$ cat src/rtl/seg_scan_ctrl.sv
// Time-multiplexed scan controller for a multi-digit 7-segment display.
// Drives one shared decoder with each digit's code in turn, with a blanked guard before each enable.
module seg_scan_ctrl #(
  parameter int NUM_DIGITS = 4,
  parameter int DIV        = 50000,
  parameter int BLANK      = 1000
) (
  input  logic                    clk,
  input  logic                    rst,
  input  logic                    load,
  input  logic [4*NUM_DIGITS-1:0] din,
  input  logic [NUM_DIGITS-1:0]   blank_mask,
  output logic [3:0]              dig_code,
  output logic [NUM_DIGITS-1:0]   dig_en,
  output logic                    frame_tick,
  output logic                    pending
);

  localparam int CW = (DIV > 1) ? $clog2(DIV) : 1;
  localparam int IW = (NUM_DIGITS > 1) ? $clog2(NUM_DIGITS) : 1;
  localparam int DW = 4 * NUM_DIGITS;

  localparam logic [CW-1:0] CNT_LAST  = CW'(DIV - 1);
  localparam logic [CW-1:0] CNT_BLANK = CW'(BLANK);
  localparam logic [IW-1:0] IDX_LAST  = IW'(NUM_DIGITS - 1);

  typedef enum logic {
    PH_GUARD,
    PH_ON
  } phase_e;

  logic [CW-1:0]         cnt_q, cnt_d;
  logic [IW-1:0]         idx_q, idx_d;
  logic [DW-1:0]         shadow_q, shadow_d;
  logic [DW-1:0]         active_q, active_d;
  logic                  pending_q, pending_d;
  logic [3:0]            dig_code_q, dig_code_d;
  logic [NUM_DIGITS-1:0] dig_en_q, dig_en_d;
  logic                  frame_tick_q, frame_tick_d;
  phase_e                phase_d;
  logic [3:0]            codes [NUM_DIGITS];

  // Slot counter and digit index for the upcoming cycle.
  // NOTE: every signal written in always_comb gets a default first, so no path can infer a latch.
  always_comb begin
    cnt_d = cnt_q + CW'(1);
    idx_d = idx_q;
    if (cnt_q == CNT_LAST) begin
      cnt_d = '0;
      idx_d = (idx_q == IDX_LAST) ? '0 : idx_q + IW'(1);
    end
  end

  // Double buffer: a load coinciding with the frame boundary bypasses the shadow stage.
  always_comb begin
    shadow_d  = shadow_q;
    active_d  = active_q;
    pending_d = pending_q;
    if (load) begin
      shadow_d = din;
      if (frame_tick_q) begin
        active_d  = din;
        pending_d = 1'b0;
      end else begin
        pending_d = 1'b1;
      end
    end else if (frame_tick_q && pending_q) begin
      active_d  = shadow_q;
      pending_d = 1'b0;
    end
  end

  always_comb begin
    for (int i = 0; i < NUM_DIGITS; i++) begin
      codes[i] = active_d[4*i +: 4];
    end
  end

  // Outputs are decoded from next-state so the registered values line up with cnt/idx.
  always_comb begin
    phase_d    = (cnt_d < CNT_BLANK) ? PH_GUARD : PH_ON;
    dig_code_d = codes[idx_d];
    dig_en_d   = '1;
    if (phase_d == PH_ON && !blank_mask[idx_d]) begin
      dig_en_d[idx_d] = 1'b0;
    end
    frame_tick_d = (idx_d == IDX_LAST) && (cnt_d == CNT_LAST);
  end

  // NOTE: sequential state uses non-blocking assignments only, so every register samples pre-edge values.
  // NOTE: the data buffers are plain registers, so they are cleared by reset along with the control state.
  always_ff @(posedge clk) begin
    if (rst) begin
      cnt_q        <= '0;
      idx_q        <= '0;
      shadow_q     <= '0;
      active_q     <= '0;
      pending_q    <= 1'b0;
      dig_code_q   <= '0;
      dig_en_q     <= '1;
      frame_tick_q <= 1'b0;
    end else begin
      cnt_q        <= cnt_d;
      idx_q        <= idx_d;
      shadow_q     <= shadow_d;
      active_q     <= active_d;
      pending_q    <= pending_d;
      dig_code_q   <= dig_code_d;
      dig_en_q     <= dig_en_d;
      frame_tick_q <= frame_tick_d;
    end
  end

  assign dig_code   = dig_code_q;
  assign dig_en     = dig_en_q;
  assign frame_tick = frame_tick_q;
  assign pending    = pending_q;

endmodule

$ cat config.mk
export PLATFORM = sky130hd
export DESIGN_NAME = seg_scan_ctrl
export DESIGN_NICKNAME = d
export VERILOG_FILES = /design/src/rtl/seg_scan_ctrl.sv
export SDC_FILE = /design/constraint.sdc
export NUM_CORES = 1
export LEC_CHECK = 0
export ABC_AREA = 1
export BUFFER_PORTS_ARGS = -buffer_cell sky130_fd_sc_hd__buf_2
export CAP_MARGIN = 20
export CORE_ASPECT_RATIO = 0.5
export CORE_UTILIZATION = 58
export DETAILED_ROUTE_END_ITERATION = 10
export PLACE_DENSITY_LB_ADDON = 0.2
export SYNTH_ARGS = -nofsm -noshare
export SYNTH_HDL_FRONTEND = slang
export SYNTH_SLANG_ARGS = --single-unit
$ cat constraint.sdc
create_clock -name clk -period 2.1 [get_ports clk]
set_input_delay 0.315 -clock clk [delete_from_list [all_inputs] [get_ports clk]]
set_output_delay 0.315 -clock clk [all_outputs]
set_load 0.005 [all_outputs]
==> results.sh, run 1 <==
export IMPL_status="finished clean"
export IMPL_finalNetCount=525
export IMPL_worstHoldEndpoint="shadow_q[10]"
export IMPL_clock_skew_final_ns=0.007249
export IMPL_synthesis_area_per_instance_um2=6.567
export IMPL_die_height_um=53.64
export IMPL_dp_cells=559
export IMPL_antenna_violations_before_repair=0
export IMPL_floorplan_die_area_um2=5646
export IMPL_cp_start_kind="flop"
export IMPL_required_time_at_the_worst_slack_endpoint_ns=2.31
export IMPL_core_area_um2=5022
export IMPL_max_cap_viol_count=0
export IMPL_hold_start="din[10]"
export IMPL_ys_flop_type="sky130_fd_sc_hd__dfxtp_1"
export IMPL_finalCriticalPeriod_ns=1.871
export IMPL_number_of_sinks_driven_by_the_clock_tree=60
export IMPL_cp_max_fo=8
export IMPL_via_count_of_the_first_global_routing_pass=2632
export IMPL_finalWorstSetupSlack_ns=0.2295
export IMPL_synth_sequential_area_ratio_pct=38.83
export IMPL_synth_largest_area_cell="sky130_fd_sc_hd__dfxtp_1"
export IMPL_tritoncts_num_buffers=9
export IMPL_wl_per_cell_um=12.22
export IMPL_synth_edff_count=0
export IMPL_timing_worst_slew_pin_value_ns=0.4875
export IMPL_grt_setup_unrepaired="false"
export IMPL_antenna_violating_nets_post_route=0
export IMPL_proportion_of_netlist_area_held_by_the_largest_area_contributor_pct=38.83
export IMPL_yosys_top_cells_count="sky130_fd_sc_hd__nand2_1 (106), sky130_fd_sc_hd__inv_1 (62), sky130_fd_sc_hd__dfxtp_1 (60)"
export IMPL_dieWidth_um=105.3
export IMPL_drcViolationCount=0
export IMPL_yosysMostFrequentCell="sky130_fd_sc_hd__nand2_1"
export IMPL_syn_inst=471
export IMPL_critical_path_cell_by_cell="ha_2, nand3_2, nor2_1, nand2_2, nand2_1, o21ai_2, nand3_1, nand2_1, nor2_4, nand3_1"
export IMPL_clk_transition_reported_paths_ns=0.07
export IMPL_place_hpwl_mm=4.876
export IMPL_max_clock_path_buffers=2
export IMPL_grt_max_degree=35
export IMPL_ir_drop_v=0.0004188
export IMPL_detailroute_via_count=2942
export IMPL_max_clock_freq_mhz=534.6
export IMPL_syn_num_nets=496
export IMPL_yosys_warnings=0
export IMPL_asr_flop_ratio_synth_pct=0
export IMPL_rr_endpoint="dig_en[0]"
export IMPL_worst_slew_margin_rel_pct=67.47
export IMPL_final_setup_viol_count=0
export IMPL_cts_htree_levels=3
export IMPL_io_buffers=32
export IMPL_final_instance_count_excl_fillers=573
export IMPL_critical_path_endpoint_type="flop"
export IMPL_ys_top_cells_by_area="sky130_fd_sc_hd__dfxtp_1 (39%), sky130_fd_sc_hd__nand2_1 (13%), sky130_fd_sc_hd__inv_1 (7.5%)"
export IMPL_hold_depth=3
export IMPL_synth_area_um2=3093
export IMPL_hold_path_class="in2reg"
export IMPL_timing_hold_ws_ns=0.2681
export IMPL_tritoncts="built"
export IMPL_worst_setup_path_type="reg2reg"
export IMPL_clock_latency_ns=0.34
export IMPL_area_growth_syn_to_fin_pct=12.46
export IMPL_area_of_combinational_cells_with_multiple_inputs_um2=1564
export IMPL_wl_mm=7.000
export IMPL_timing_hold_violations_final=0
export IMPL_gr_usage_all_layers_pct=26.77
export IMPL_r2r_slack_ns=0.23
export IMPL_p_leak_uw=0.001620
export IMPL_reg2reg_depth=10
export IMPL_unique_masters_post_synth=27
export IMPL_layout_utilization_pct=69.26
export IMPL_detailedRoute_firstPassIterationCount=5
export IMPL_cts_root_buf="sky130_fd_sc_hd__clkbuf_8"
export IMPL_vias_per_cell=5.134
export IMPL_antenna_diode_instance_count=0
export IMPL_final_seq_area_um2=1201
export IMPL_globalplace_congestion=0.9417
export IMPL_grt_pass1_wl_mm=11.52
export IMPL_final_period_utilization_pct=89.07
export IMPL_cp_arrival_ns=2.08
export IMPL_detailedPlace_worstSlack_ns=0.2094
export IMPL_postCtsHoldBufs=0
export IMPL_initial_core_util_pct=61.58
export IMPL_r2r_start="cnt_q[0]"
export IMPL_global_route_overflow_total=0
export IMPL_detailedRoute_firstIterationViolations=184
export IMPL_timing_max_transition_violations_final=0
export IMPL_core_rowCount=18
export IMPL_power_per_cell_area_nw_per_um2=654.4
export IMPL_tns_ns=0
export IMPL_share_of_final_layout_standard_cells_stronger_than_drive_strength_1_pct=15.31
export IMPL_max_stage_delay_ns=0.37
export IMPL_io_pins=33
export IMPL_crit_path_top_delay_cell="sky130_fd_sc_hd__dfxtp_1"
export IMPL_fillerInstances=465
export IMPL_seq_cells_post_synth=60
what timing repair did:
action | in CTS | in global routing
resized for setup | 0 | 3
buffers inserted | 0 | 0
endpoints found under the setup margin | 0 | 4
metal layers:
| metal | wire length [µm] | up-vias | part of all wire (%) | GRT usage [%] |
|---|---|---|---|---|
| met5 | 0 | - | 0 | 0 |
| met4 | 97 | 0 | 1.4 | 11.74 |
| met3 | 263 | 12 | 3.8 | 6.659 |
| met2 | 3293 | 49 | 47 | 46.05 |
| met1 | 3345 | 1315 | 48 | 33.01 |
| li1 | - | 1566 | - | - |
power breakdown:
group / internal (µW) / leakage, µW / switching [µW] / total [µW]
clock network: 507 / 0.0000941 / 419 / 926
registers: 1180 / 0.000490 / 13.3 / 1190
logic: 61.8 / 0.00104 / 99.4 / 161
total: 1740 / 0.00162 / 531 / 2280
critical path: cells and delay by family, from the launching register on:
| kind | cells | cell delay [ns] |
|---|---|---|
| AOI/OAI and AO/OA | 1 | 0.11 |
| adders and majority gates | 1 | 0.23 |
| DFF | 1 | 0.37 |
| and+or+nand+nor | 8 | 1.02 |
cell usage in the layout, fill, tap and decap left out, types with 3 or more instances in the layout:
cell | Yosys | routed
sky130_fd_sc_hd__buf_4 | 0 | 5
sky130_fd_sc_hd__nand2_1 | 106 | 105
sky130_fd_sc_hd__a21oi_2 | 4 | 4
sky130_fd_sc_hd__nand2_4 | 3 | 3
sky130_fd_sc_hd__nor3_1 | 7 | 7
sky130_fd_sc_hd__o211ai_1 | 12 | 12
sky130_fd_sc_hd__a21oi_1 | 44 | 44
sky130_fd_sc_hd__buf_2 | 2 | 32
sky130_fd_sc_hd__inv_2 | 3 | 3
sky130_fd_sc_hd__o21ai_1 | 4 | 4
sky130_fd_sc_hd__inv_1 | 62 | 62
sky130_fd_sc_hd__nand2_2 | 5 | 6
sky130_fd_sc_hd__nand3_1 | 27 | 27
sky130_fd_sc_hd__o21ai_0 | 42 | 42
sky130_fd_sc_hd__nand4_1 | 4 | 4
sky130_fd_sc_hd__nor2_1 | 56 | 56
sky130_fd_sc_hd__dfxtp_1 | 60 | 60
sky130_fd_sc_hd__clkbuf_8 | 0 | 12
sequential cells by signal (all words and copies together) (netlist names):
register / cells
cnt_q: 16
dig_en: 4
pending: 1
shadow_q: 16
idx_q: 2
frame_tick: 1
dig_code: 4
active_q: 16
worst max-delay path by stage:
stage                        start   endpoint  cells after the start
final                     cnt_q[0]  dig_en[0]                     10
after global routing      cnt_q[0]  dig_en[0]                     10
after CTS                 cnt_q[0]  dig_en[0]                     10
after detailed placement  cnt_q[0]  dig_en[0]                     10
after global placement    cnt_q[0]  dig_en[2]                     10
after floorplan           cnt_q[0]  dig_en[0]                     10
cell type report:
class,count,area share [%]
clock inverters,2,0.2878
multi-input cells,326,44.96
flip-flops and latches,60,34.53
inverters,66,7.266
repair buffers,37,5.683
well taps,70,2.518
clock buffers,12,4.748
per-stage QoR:
step / total power (µW) / cell area, µm²
6_report: 2276 / 3478
4_1_cts: 2296 / 3468
3_3_place_gp: 1369 / 3293
5_1_grt: 2368 / 3478
3_5_place_dp: 1372 / 3293
2_1_floorplan: 1316 / 3093
cell families after synthesis:
| family | after synthesis | share of synthesized area [%] |
|---|---|---|
| adders and majority gates | 2 | 0.8089 |
| xor gates and xnor gates | 2 | 0.5664 |
| buffers and inverters | 85 | 10.92 |
| and+or+nand+nor | 214 | 29.69 |
| AOI/OAI and AO/OA | 108 | 19.17 |
| DFF | 60 | 38.83 |
No activity file was read; power rests on OpenSTA's default activity.
==> run 2: changes to the inputs <==
--- a/config.mk
+++ b/config.mk
@@ -5,7 +5,6 @@
 export SDC_FILE = /design/constraint.sdc
 export NUM_CORES = 1
 export LEC_CHECK = 0
-export ABC_AREA = 1
 export BUFFER_PORTS_ARGS = -buffer_cell sky130_fd_sc_hd__buf_2
 export CAP_MARGIN = 20
 export CORE_ASPECT_RATIO = 0.5
==> run 2 against run 1 <==
Critical path type unchanged; largest power group unchanged; utilization rose by 13 points; the run now ends with setup timing left; register-to-register slack lost 0.31 ns; setup slack lost 0.31 ns; first-iteration DRC count fell by 18%; critical path depth down 2; die area down 6.1%; wire length is 20% higher.
==> results.sh, run 2 <==
export IMPL_status="complete, but fails checks"
export IMPL_violations="setup timing"
export IMPL_rr_endpoint="dig_en[2]"
export IMPL_unique_masters_post_synth=51
export IMPL_max_cap_viol_count=0
export IMPL_ir_drop_v=0.0006692
export IMPL_syn_num_nets=356
export IMPL_wl_per_cell_um=18.35
export IMPL_io_pins=33
export IMPL_clk_transition_reported_paths_ns=0.07
export IMPL_combinational_family_with_the_most_area_after_synthesis="simple AND/OR/NAND/NOR gates"
export IMPL_core_rowCount=17
export IMPL_max_clock_freq_mhz=458.1
export IMPL_floorplan_die_area_um2=5304
export IMPL_cts_root_buf="sky130_fd_sc_hd__clkbuf_8"
export IMPL_cp_start_kind="flop"
export IMPL_via_count_of_the_first_global_routing_pass=2631
export IMPL_vias_per_cell=6.253
export IMPL_max_clock_path_buffers=2
export IMPL_ys_top_cells_by_area="sky130_fd_sc_hd__dfxtp_1 (41%), sky130_fd_sc_hd__nor2_1 (7.6%), sky130_fd_sc_hd__mux2i_1 (5.5%)"
export IMPL_asr_flop_ratio_synth_pct=0
export IMPL_dieWidth_um=102.0
export IMPL_layout_common_cells="sky130_fd_sc_hd__nor2_1 (59), sky130_fd_sc_hd__dfxtp_1 (48), sky130_fd_sc_hd__buf_4 (35), sky130_fd_sc_hd__buf_2 (32), sky130_fd_sc_hd__nand3_1 (22)"
export IMPL_grt_max_degree=41
export IMPL_yosys_warnings=0
export IMPL_synth_sequential_area_ratio_pct=41.42
export IMPL_final_setup_viol_count=3
export IMPL_tritoncts="built"
export IMPL_synth_adder_area_share_pct=0.8628
export IMPL_timing_hold_ws_ns=0.1525
export IMPL_proportion_of_netlist_area_held_by_the_largest_area_contributor_pct=41.42
export IMPL_core_area_um2=4594
export IMPL_initial_core_util_pct=63.13
export IMPL_clock_latency_ns=0.35
export IMPL_gr_usage_all_layers_pct=30.56
export IMPL_reg_top3="active_q: 16 flops, cnt_q: 16 flops, shadow_q: 16 flops"
export IMPL_cts_htree_levels=3
export IMPL_fillerInstances=284
export IMPL_finalCriticalPeriod_ns=2.183
export IMPL_drcViolationCount=0
export IMPL_simple_gate_portion_of_the_synthesized_area_pct=26.96
export IMPL_clock_skew_final_ns=0.005166
export IMPL_timing_critical_path_to="dig_en[2]"
export IMPL_synthesis_area_per_instance_um2=8.762
export IMPL_die_height_um=52
export IMPL_finalNetCount=414
export IMPL_power_per_cell_area_nw_per_um2=665.9
export IMPL_final_instance_count_excl_fillers=459
export IMPL_io_buffers=32
export IMPL_hold_path_class="in2reg"
export IMPL_timing_max_transition_violations_final=0
export IMPL_tritoncts_num_buffers=9
export IMPL_critical_path_endpoint_type="flop"
export IMPL_number_of_sinks_driven_by_the_clock_tree=60
export IMPL_final_period_utilization_pct=103.9
export IMPL_worst_setup_path_type="reg2reg"
export IMPL_synth_compound_gate_area_share_pct=13.33
export IMPL_antenna_diode_instance_count=0
export IMPL_worst_slew_margin_rel_pct=60.56
export IMPL_yosys_top_cells_count="sky130_fd_sc_hd__dfxtp_1 (60), sky130_fd_sc_hd__nor2_1 (59), sky130_fd_sc_hd__nand3_1 (23)"
export IMPL_timing_hold_violations_final=0
export IMPL_antenna_violations_before_repair=0
export IMPL_antenna_violating_nets_post_route=0
export IMPL_place_hpwl_mm=4.712
export IMPL_area_growth_syn_to_fin_pct=30.28
export IMPL_p_leak_uw=0.001506
export IMPL_finalWorstSetupSlack_ns=-0.08274
export IMPL_detailroute_via_count=2870
export IMPL_post_synth_mux_area_share_pct=8.714
export IMPL_r2r_start="cnt_q[12]"
export IMPL_ys_flop_type="sky130_fd_sc_hd__dfxtp_1"
export IMPL_grt_setup_unrepaired="true"
export IMPL_yosys_area_share_xor_xnor_pct=3.926
export IMPL_wl_mm=8.424
export IMPL_synth_area_um2=2900
export IMPL_timing_worst_slew_pin_value_ns=0.5917
export IMPL_required_time_at_the_worst_slack_endpoint_ns=2.32
export IMPL_synth_largest_area_cell="sky130_fd_sc_hd__dfxtp_1"
export IMPL_dp_cells=436
export IMPL_share_of_final_layout_standard_cells_stronger_than_drive_strength_1_pct=33.84
export IMPL_detailedRoute_firstPassIterationCount=4
export IMPL_critPathLaunch="cnt_q[12]"
export IMPL_yosysMostFrequentCell="sky130_fd_sc_hd__dfxtp_1"
export IMPL_syn_inst=331
export IMPL_cp_arrival_ns=2.41
export IMPL_globalplace_congestion=0.9408
export IMPL_hold_depth=2
export IMPL_r2r_slack_ns=-0.08
export IMPL_layout_cells_most_common="sky130_fd_sc_hd__nor2_1"
export IMPL_cp_max_fo=5
export IMPL_detailedRoute_firstIterationViolations=150
export IMPL_synth_edff_count=0
export IMPL_global_route_overflow_total=0
export IMPL_seq_cells_post_synth=60
export IMPL_grt_pass1_wl_mm=11.99
export IMPL_reg2reg_depth=8
==> run 2: layout make-up <==
class,count,area [µm²],area share [%]
Clock inverter,4,72.57,1.921
Sequential cell,60,1219,32.25
Clock buffer,11,151.4,4.007
Inverter,5,18.77,0.4967
Tap cell,66,82.58,2.185
Multi-Input combinational cell,244,1789,47.35
Timing Repair Buffer,69,445.4,11.79
==> run 2: per-layer routing <==
layer  global-route usage [%]  vias to the layer above  share of wire, %
li1                         -                     1311                 -
met1                    36.32                     1356                40
met2                    52.24                      158                48
met3                    7.796                       45               8.8
met4                    15.00                        0               3.7
met5                        0                        -                 0
==> run 2: how the worst min path moves through the flow <==
stage	from	end
floorplan	rst	cnt_q[2]
global placement	shadow_q[10]	shadow_q[10]
detailed placement	shadow_q[14]	shadow_q[14]
CTS	blank_mask[3]	dig_en[3]
global route	blank_mask[2]	dig_en[2]
finish	blank_mask[1]	dig_en[1]
==> run 2: power by group <==
group | total (µW) | switching [µW] | leakage [µW] | internal (µW)
sequential | 1180 | 17.9 | 0.000493 | 1160
combinational | 156 | 89.4 | 0.000901 | 67.1
clock | 1180 | 456 | 0.000111 | 724
==> run 2: cell families (layout without fill, tap and decap cells) <==
| logic type | after synthesis | count (layout) |
|---|---|---|
| compound gates | 54 | 54 |
| fa+ha+maj | 2 | 2 |
| buf+inv | 29 | 89 |
| simple gates | 149 | 150 |
| flops | 60 | 60 |
| xor+xnor | 13 | 13 |
| mux | 24 | 25 |
==> run 2: through the flow <==
step           setup WS (ns)  total power, µW  instance area [µm²]  setup TNS [ns]  utilization, %
2_1_floorplan       0.006300             1286                 2918               0               -
3_3_place_gp         0.02105             1340                 3273               0           71.24
3_5_place_dp        -0.07416             1347                 3273        -0.08036           71.24
6_report            -0.08274             2516                 3779         -0.1009           82.24
5_1_grt              -0.1608             2587                 3779         -0.4548           82.24
4_1_cts              0.02888             2509                 3561               0           77.51
==> run 2: what timing repair did <==
| item | CTS | global route |
|---|---|---|
| hold buffers | 0 | 0 |
| resized for setup | 9 | 35 |
| setup endpoints to repair | 8 | 9 |
| pin swaps | 2 | 13 |
| setup buffers | 1 | 5 |
| cloned | 0 | 2 |
==> run 2: critical path, stage by stage (launching register included) <==
cell and delay [ns]:
sky130_fd_sc_hd__dfxtp_2 0.36, sky130_fd_sc_hd__buf_6 0.13, sky130_fd_sc_hd__nand4_1 0.18, sky130_fd_sc_hd__buf_4 0.20, sky130_fd_sc_hd__nor4_4 0.18, sky130_fd_sc_hd__xnor2_1 0.16, sky130_fd_sc_hd__a21oi_2 0.25, sky130_fd_sc_hd__a221oi_4 0.07
sky130_fd_sc_hd__or4b_1 0.52
